### config.mk
export PLATFORM = sky130hd
export DESIGN_NAME = uart_tx_feeder
export DESIGN_NICKNAME = d
export VERILOG_FILES = /design/src/rtl/uart_pkg.sv /design/src/rtl/uart_tx_feeder_byte_fifo.sv /design/src/rtl/uart_tx_feeder.sv
export SDC_FILE = /design/constraint.sdc
export NUM_CORES = 1
export LEC_CHECK = 0
export CAP_MARGIN = 20
export CELL_PAD_IN_SITES_DETAIL_PLACEMENT = 0
export CELL_PAD_IN_SITES_GLOBAL_PLACEMENT = 1
export CORE_UTILIZATION = 46
export CTS_CLUSTER_SIZE = 20
export DETAILED_ROUTE_END_ITERATION = 6
export MAX_ROUTING_LAYER = met4
export PLACE_DENSITY_LB_ADDON = 0.1
export SYNTH_ARGS = -nofsm -noshare
export SYNTH_HDL_FRONTEND = slang
export SYNTH_SLANG_ARGS = --single-unit
### constraint.sdc
create_clock -name clk -period 2 [get_ports clk]
set_input_delay 0.2 -clock clk [delete_from_list [all_inputs] [get_ports clk]]
set_output_delay 0.2 -clock clk [all_outputs]
set_load 0.1 [all_outputs]
### src/rtl/uart_pkg.sv
// Shared constants and drain-FSM state encoding for the UART transmit feeder.
package uart_pkg;

  localparam int UART_DATA_W       = 8;
  localparam int UART_BUSY_TIMEOUT = 4;

  localparam logic [1:0] UART_ST_IDLE      = 2'd0;
  localparam logic [1:0] UART_ST_START     = 2'd1;
  localparam logic [1:0] UART_ST_WAIT_BUSY = 2'd2;
  localparam logic [1:0] UART_ST_WAIT_DONE = 2'd3;

  typedef enum logic [1:0] {
    ST_IDLE      = UART_ST_IDLE,
    ST_START     = UART_ST_START,
    ST_WAIT_BUSY = UART_ST_WAIT_BUSY,
    ST_WAIT_DONE = UART_ST_WAIT_DONE
  } drain_state_t;

endpackage

### src/rtl/uart_tx_feeder_byte_fifo.sv
// Parameterised synchronous byte FIFO with registered level/full/empty.
module byte_fifo
  import uart_pkg::*;
#(
  parameter int DEPTH = 16
) (
  input  logic                   clk,
  input  logic                   rst,
  input  logic                   wr_en,
  input  logic [UART_DATA_W-1:0] wr_data,
  input  logic                   rd_en,
  output logic [UART_DATA_W-1:0] rd_data,
  output logic                   full,
  output logic                   empty,
  output logic [$clog2(DEPTH):0] level
);

  localparam int AW = $clog2(DEPTH);

  logic [UART_DATA_W-1:0] mem [DEPTH];
  logic [AW-1:0]          wr_ptr;
  logic [AW-1:0]          rd_ptr;
  logic                   wr_ok;
  logic                   rd_ok;
  logic [AW:0]            level_nxt;

  // A write while full is dropped even if a pop frees a slot on the same edge.
  assign wr_ok   = wr_en && !full;
  assign rd_ok   = rd_en && !empty;
  assign rd_data = mem[rd_ptr];

  always_comb begin
    level_nxt = level;
    if (wr_ok && !rd_ok) begin
      level_nxt = level + 1'b1;
    end else if (!wr_ok && rd_ok) begin
      level_nxt = level - 1'b1;
    end
  end

  always_ff @(posedge clk) begin
    if (rst) begin
      wr_ptr <= '0;
      rd_ptr <= '0;
      level  <= '0;
      full   <= 1'b0;
      empty  <= 1'b1;
    end else begin
      if (wr_ok) wr_ptr <= wr_ptr + 1'b1;
      if (rd_ok) rd_ptr <= rd_ptr + 1'b1;
      level <= level_nxt;
      full  <= (level_nxt == (AW+1)'(DEPTH));
      empty <= (level_nxt == '0);
    end
  end

  always_ff @(posedge clk) begin
    if (wr_ok) mem[wr_ptr] <= wr_data;
  end

endmodule

### src/rtl/uart_tx_feeder.sv
// Byte FIFO plus drain FSM feeding a UART transmitter via tx_start/tx_busy.
// Optional dropped-write reporting (overflow, drop_cnt) with UART_TX_FEEDER_OVF_EN.
module uart_tx_feeder
  import uart_pkg::*;
#(
  parameter int DEPTH = 16
) (
  input  logic                   clk,
  input  logic                   rst,
  input  logic                   wr_en,
  input  logic [UART_DATA_W-1:0] wr_data,
  output logic                   full,
  output logic                   empty,
  output logic [$clog2(DEPTH):0] level,
  output logic                   tx_start,
  output logic [UART_DATA_W-1:0] txdata,
  input  logic                   tx_busy,
`ifdef UART_TX_FEEDER_OVF_EN
  output logic                   overflow,
  output logic [7:0]             drop_cnt,
`endif
  output logic [1:0]             state_dbg
);

  localparam int TW = $clog2(UART_BUSY_TIMEOUT);

  drain_state_t           state;
  logic [TW-1:0]          wait_cnt;
  logic [UART_DATA_W-1:0] head;
  logic                   pop;

  // Handshake: a byte moves from the FIFO (valid = !empty) to the transmitter
  // (ready = !tx_busy) only while the drain is IDLE; that edge pops the head
  // into txdata, tx_start marks it for one cycle, and txdata then holds until
  // the next pop, i.e. at least until tx_busy has fallen again.
  assign pop       = (state == ST_IDLE) && !empty && !tx_busy;
  assign state_dbg = state;

  byte_fifo #(.DEPTH(DEPTH)) u_fifo (
    .clk     (clk),
    .rst     (rst),
    .wr_en   (wr_en),
    .wr_data (wr_data),
    .rd_en   (pop),
    .rd_data (head),
    .full    (full),
    .empty   (empty),
    .level   (level)
  );

  always_ff @(posedge clk) begin
    if (rst) begin
      state    <= ST_IDLE;
      tx_start <= 1'b0;
      txdata   <= '0;
      wait_cnt <= '0;
    end else begin
      tx_start <= 1'b0;
      case (state)
        ST_IDLE: begin
          if (pop) begin
            txdata   <= head;
            tx_start <= 1'b1;
            state    <= ST_START;
          end
        end
        ST_START: begin
          wait_cnt <= '0;
          state    <= ST_WAIT_BUSY;
        end
        // tx_busy is registered in the transmitter, so it lags the start pulse.
        ST_WAIT_BUSY: begin
          if (tx_busy) begin
            state <= ST_WAIT_DONE;
          end else if (wait_cnt == TW'(UART_BUSY_TIMEOUT - 1)) begin
            state <= ST_IDLE;
          end else begin
            wait_cnt <= wait_cnt + 1'b1;
          end
        end
        ST_WAIT_DONE: begin
          if (!tx_busy) state <= ST_IDLE;
        end
        default: state <= ST_IDLE;
      endcase
    end
  end

`ifdef UART_TX_FEEDER_OVF_EN
  always_ff @(posedge clk) begin
    if (rst) begin
      overflow <= 1'b0;
      drop_cnt <= 8'h00;
    end else if (wr_en && full) begin
      overflow <= 1'b1;
      if (drop_cnt != 8'hFF) drop_cnt <= drop_cnt + 1'b1;
    end
  end
`else
  // Without reporting, a write while full simply vanishes inside the FIFO.
`endif

endmodule
### Word level (Yosys, flattened, before mapping)

Memory sizes are Yosys's and may differ from the RTL's. A register that Yosys moved wholly into a read port is not among the register bits.
Index checks and enable logic that the tools add are counted.

| operators by class | value |
|---|---|
| add/subtract/negate cells | 5 |
| $mul | 0 |
| div/mod/pow operators | 0 |
| order comparisons | 0 |
| eq/ne operators | 10 |
| shift-type cells | 0 |
| muxes and demuxes | 13 |
| bitwise gates (word level) | 1 |
| reduce and logical (&&, ||, !) cells | 18 |

Operator list:

| operator | number |
|---|---|
| $mux 2 | 6 |
| $mux 5 | 2 |
| $add 4x1->4 const B | 2 |
| $pmux 2 s4 | 1 |
| $eq 2x2->1 const B | 3 |
| $logic_and 1x1->1 | 6 |
| $ne 2x2->1 const B | 3 |
| $reduce_and 3->1 | 2 |
| $add 5x1->5 const B | 1 |
| $eq 5x5->1 const B | 1 |
| $logic_not 1->1 | 5 |
| $logic_not 5->1 | 1 |
| $sub 5x1->5 const B | 1 |
| $pmux 2 s2 | 1 |
| $mux 1 | 3 |
| $ne 3x3->1 const B | 1 |
| $add 2x1->2 const B | 1 |
| $eq 2x1->1 const B | 1 |
| $logic_not 2->1 | 1 |
| $ne 2x1->1 const B | 1 |
| $reduce_and 2->1 | 1 |
| $reduce_bool 2->1 | 1 |
| $reduce_or 2->1 | 1 |
| $not 1->1 | 1 |

| word-level totals | value |
|---|---|
| register bits after elaboration | 20 |
| latch bits | 0 |
| memory bits (writable) | 128 |
| ROM bits | 0 |
| logic and storage cells | 56 |
| memories kept | 1 |

Memory list:

| memory | words | width | read ports | clocked after memory_dff | write ports | RTL line | source |
|---|---|---|---|---|---|---|---|
| u_fifo.mem | 16 | 8 | 1 | 1 | 1 | uart_tx_feeder_byte_fifo.sv:20 | `logic [UART_DATA_W-1:0] mem [DEPTH];` |

### Longest topological paths before layout

| logic depth | value |
|---|---|
| depth after elaboration | 8 |
| gate-level depth with buffers | 7 |
| mapped depth without buffers | 7 |

### Cells and area by module

From an unflattened synthesis, not the netlist that was laid out.

| unflattened totals | value |
|---|---|
| cell total of the unflattened synthesis | 353 |
| area total of the unflattened synthesis | 6413.7 sq um |

By module, submodules not included:

| module | times used | cells an instance | area each (sq um) | sequential area each (sq um) |
|---|---|---|---|---|
| byte_fifo | 1 | 293 | 5890.6 | 4224.1 |
| uart_tx_feeder | 1 | 60 | 523.0 | 260.2 |

### Least setup slack after synthesis

No wires, ideal clock.

| path | value |
|---|---|
| kind | register -> register |
| start | register u_fifo.full |
| end | memory u_fifo.mem[3][0], enable pin |
| arrival time | 2.111 ns |
| path slack | -0.494 ns |
| cell stages (with the launch flop) | 5 |
| buffers on the path | 1 |
| clock period less this slack | 2.494 ns |
| cell sequence | dfxtp_1 > nor2b_1 > clkbuf_1 > nand2_1 > nor3_1 |

| on the way | value |
|---|---|
| word-level cells in the longest chain between the ends | 4 |

RTL lines:

| element | RTL line | source |
|---|---|---|
| start, declared | uart_tx_feeder_byte_fifo.sv:13 | `output logic full,` |
| start signal, assigned | uart_tx_feeder_byte_fifo.sv:52 | `full <= (level_nxt == (AW+1)'(DEPTH));` |
| $logic_not 1->1 | uart_tx_feeder_byte_fifo.sv:28 | `assign wr_ok = wr_en && !full;` |
| $logic_and 1x1->1 | uart_tx_feeder_byte_fifo.sv:28 |  |
| $mux 1 | uart_tx_feeder_byte_fifo.sv:58 | `if (wr_ok) mem[wr_ptr] <= wr_data;` |
| $mux 1 (not written as such) | uart_tx_feeder_byte_fifo.sv:58 |  |
| end, declared | uart_tx_feeder_byte_fifo.sv:20 |  |

Every way passes these cells.

==> reports/qor.csv <==
metric,value,unit
dr_total_vias,3281,
drt_iter0_drc,199,
hp-start,txdata[7],
skew,0.00639,ns
hold_depth,2,
synthesis.nets,385,
final_hold_viol_count,0,
hold-path-endpoint,txdata[7],
ir_worst_vdd,798,uV
cts_max_path_buffers,2,
cts_tree,built,
drc_errors,0,
multi_input_area,1680,um^2
fillers,1015,
reg2regPathDepth,6,
layout-area-overhead-vs-synth,21.5,%
grt_pass1_vias,3267,
max_freq,0.539,GHz
syn_area_per_cell,16.9,um^2
io_buffer_count,29,
tightestPinTransition,0.631,ns
slew_violations,0,
timing.rr.end,txdata[3],
clkPwrFrac,37.0,%
fin_crit,1.85,ns
switchingPower,2.22,mW
hpwl,7850,um
rows,41,
ys_types,38,
drt_first_pass_iters,4,
layout_common_cells,"128 x edfxtp_1, 46 x buf_4, 35 x nor2_1",
preCtsSetupSlack,-0.0648,ns
ys_seq_area_share,71.6,%
cts_buffers,17,
cts.clk_slew.worst_paths,0.06,ns
sequentialPowerShare,45.5,%
setup_slack,0.146,ns
die_w,118,um
cts-root-buf,clkbuf_16,
max_cap_violations,0,
worstPathRequired,2.29,ns
combPwrFrac,17.5,%
grt_usage,20.0,%
drive_gt1_share,29.8,%
gp_congestion,0.760,
arrival,2.15,ns
via_per_inst,5.40,
seq_area,4420,um^2
critical_path_class,reg2reg,
core-area,12800,um^2
status,"finished, final reports clean",
synth_area,6150,um^2
grt_antenna_before_repair,0,
htree_levels,4,
ant_nets,0,
sw_frac_of_total,27.0,%
crit_path_end_kind,flip-flop,
p_int,6.00,mW
place_area,6890,um^2
grt_overflow,0,
yosys_warnings,0,
post-route-period-util,92.7,%
cp-start-kind,flip-flop,
hold_path.class,reg2reg,
rrSetupSlack,0.15,ns
p_leak,2.49,nW
die_y,118,um
setup_viol,0,
wl_per_cell,20.4,um
start_util,48.0,%
p_per_area,1100,nW/um^2
final_common_cell,edfxtp_1,
wl,12400,um
final_area,7470,um^2
rsz0062_at_grt,no,
r2r-start,u_fifo.rd_ptr[0],
critPathMaxFanout,14,
ys_ff_latch,156,
hold_buffers,0,
grt_start_max_net_pins,36,
die-area,13800,um^2
clock_latency,0.42,ns
grt_first_pass_wirelength,19200,um
slew_headroom,57.8,%
fin_nets,444,
n_antenna_cell,0,
cts_sinks,156,
io_pins,30,
syn_inst,365,
-- registers in the layout, summed over array words and instances, names as in the netlist --
| signal | flops |
|---|---|
| u_fifo.mem | 128 |
| txdata | 8 |
| u_fifo.level | 5 |
| u_fifo.rd_ptr | 4 |
| u_fifo.wr_ptr | 4 |
| state_dbg | 2 |
| wait_cnt | 2 |
| tx_start | 1 |
| u_fifo.empty | 1 |
| u_fifo.full | 1 |
-- cell type report --
| cell class | count | area share [%] |
|---|---|---|
| inverters | 4 | 0.201 |
| well taps | 172 | 2.88 |
| clock inverters | 10 | 1.57 |
| clock buffers | 21 | 5.89 |
| multi-input cells | 182 | 22.5 |
| repair buffers | 63 | 7.77 |
| flip-flops and latches | 156 | 59.1 |
-- power groups by stage --
stage                     registers, mW  logic (mW)  clock network [mW]
final                              3.74        1.44                3.04
after detailed placement           3.80        1.43                   0
after global placement             3.80        1.43                   0
after floorplan                    4.19       0.655                   0
after CTS                          3.73        1.43                3.12
after global routing               3.76        1.54                3.24
-- routing by layer --
| layer | up-vias | track usage, % | wire (um) |
|---|---|---|---|
| li1 | 1546 | - | - |
| met1 | 1649 | 25.6 | 5310 |
| met2 | 76 | 31.1 | 6310 |
| met3 | 10 | 5.23 | 637 |
| met4 | 0 | 6.49 | 153 |
| met5 | - | - | 0 |
-- worst max-delay path, stage by stage, from the launching register on --
cell and delay, ns:
dfxtp_4 0.40, buf_12 0.18, mux4_2 0.54, a22oi_1 0.23, a21oi_1 0.17, a21oi_1 0.14, nor2_1 0.05
-- what timing repair did --
| action | CTS | global route |
|---|---|---|
| endpoints found under the setup margin | 0 | 2 |
| buffers inserted | 0 | 0 |
| resized for setup | 0 | 1 |
| hold endpoints to repair | 0 | 0 |
-- cells in the mapped netlist --
library cell  count  area share [%]
edfxtp_1        128              62
nor2_1           40             2.4
mux4_2           32              12
dfxtp_1          28             9.1
a21oi_1          23             1.9
a22oi_1          16             2.0
nand2_1          13            0.79
clkbuf_1         11            0.67
ha_1              8             1.6
buf_2             6            0.49
nand2b_1          6            0.61
xor2_1            6            0.85
buf_1             5            0.31
nor3_1            5            0.41
inv_1             4            0.24
nand3_1           4            0.33
nand4_1           3            0.31
nor2b_1           3            0.31
xnor2_1           3            0.43
a211oi_1          2            0.24
a41oi_1           2            0.28
a21o_1            1            0.12
a311oi_1          1            0.14
a31o_1            1            0.14
and2_1            1            0.10
and3_1            1            0.10
and4bb_1          1            0.20
buf_6             1            0.18
mux2i_1           1            0.16
nor3b_1           1            0.12
nor4_1            1            0.10
nor4_2            1            0.20
nor4_4            1            0.35
o21ai_1           1           0.081
o221ai_1          1            0.14
o31a_1            1            0.14
or2_2             1            0.10
or4_1             1            0.12
-- worst max path at each step --
stage	from	to	slack (ns)	cells past startpoint
2_1_floorplan	state_dbg[0]	u_fifo.full	-0.05	7
3_3_place_gp	tx_busy	u_fifo.full	-0.05	6
3_5_place_dp	tx_busy	u_fifo.full	-0.06	6
4_1_cts	u_fifo.rd_ptr[0]	txdata[7]	0.06	6
5_1_grt	u_fifo.rd_ptr[0]	txdata[3]	0.06	6
6_report	u_fifo.rd_ptr[0]	txdata[3]	0.15	6
-- cells by family after synthesis --
kind of cell             count (synthesis)  synth area share [%]
AO/OA/AOI/OAI                           49                  5.13
XOR/XNOR                                 9                  1.28
adder cells (fa/ha/maj)                  8                  1.63
buffers and inverters                   27                  1.89
flip-flops                             156                  71.6
multiplexers                            33                  11.9
AND/OR/NAND/NOR                         83                  6.59
-- per-stage QoR --
| step | hold WS [ns] | utilization, % | total power, mW | instances | TNS, ns |
|---|---|---|---|---|---|
| CTS | 0.500 | 58.1 | 8.28 | 607 | 0 |
| global placement | 0.472 | 53.7 | 5.22 | 576 | -0.0501 |
| finish | 0.495 | 58.3 | 8.21 | 608 | 0 |
| detailed placement | 0.486 | 53.7 | 5.23 | 576 | -0.0746 |
| floorplan | 0.299 | - | 4.84 | 365 | -3.82 |
| global route | 0.534 | 58.3 | 8.53 | 608 | 0 |
(Power assumes the default switching activity.)
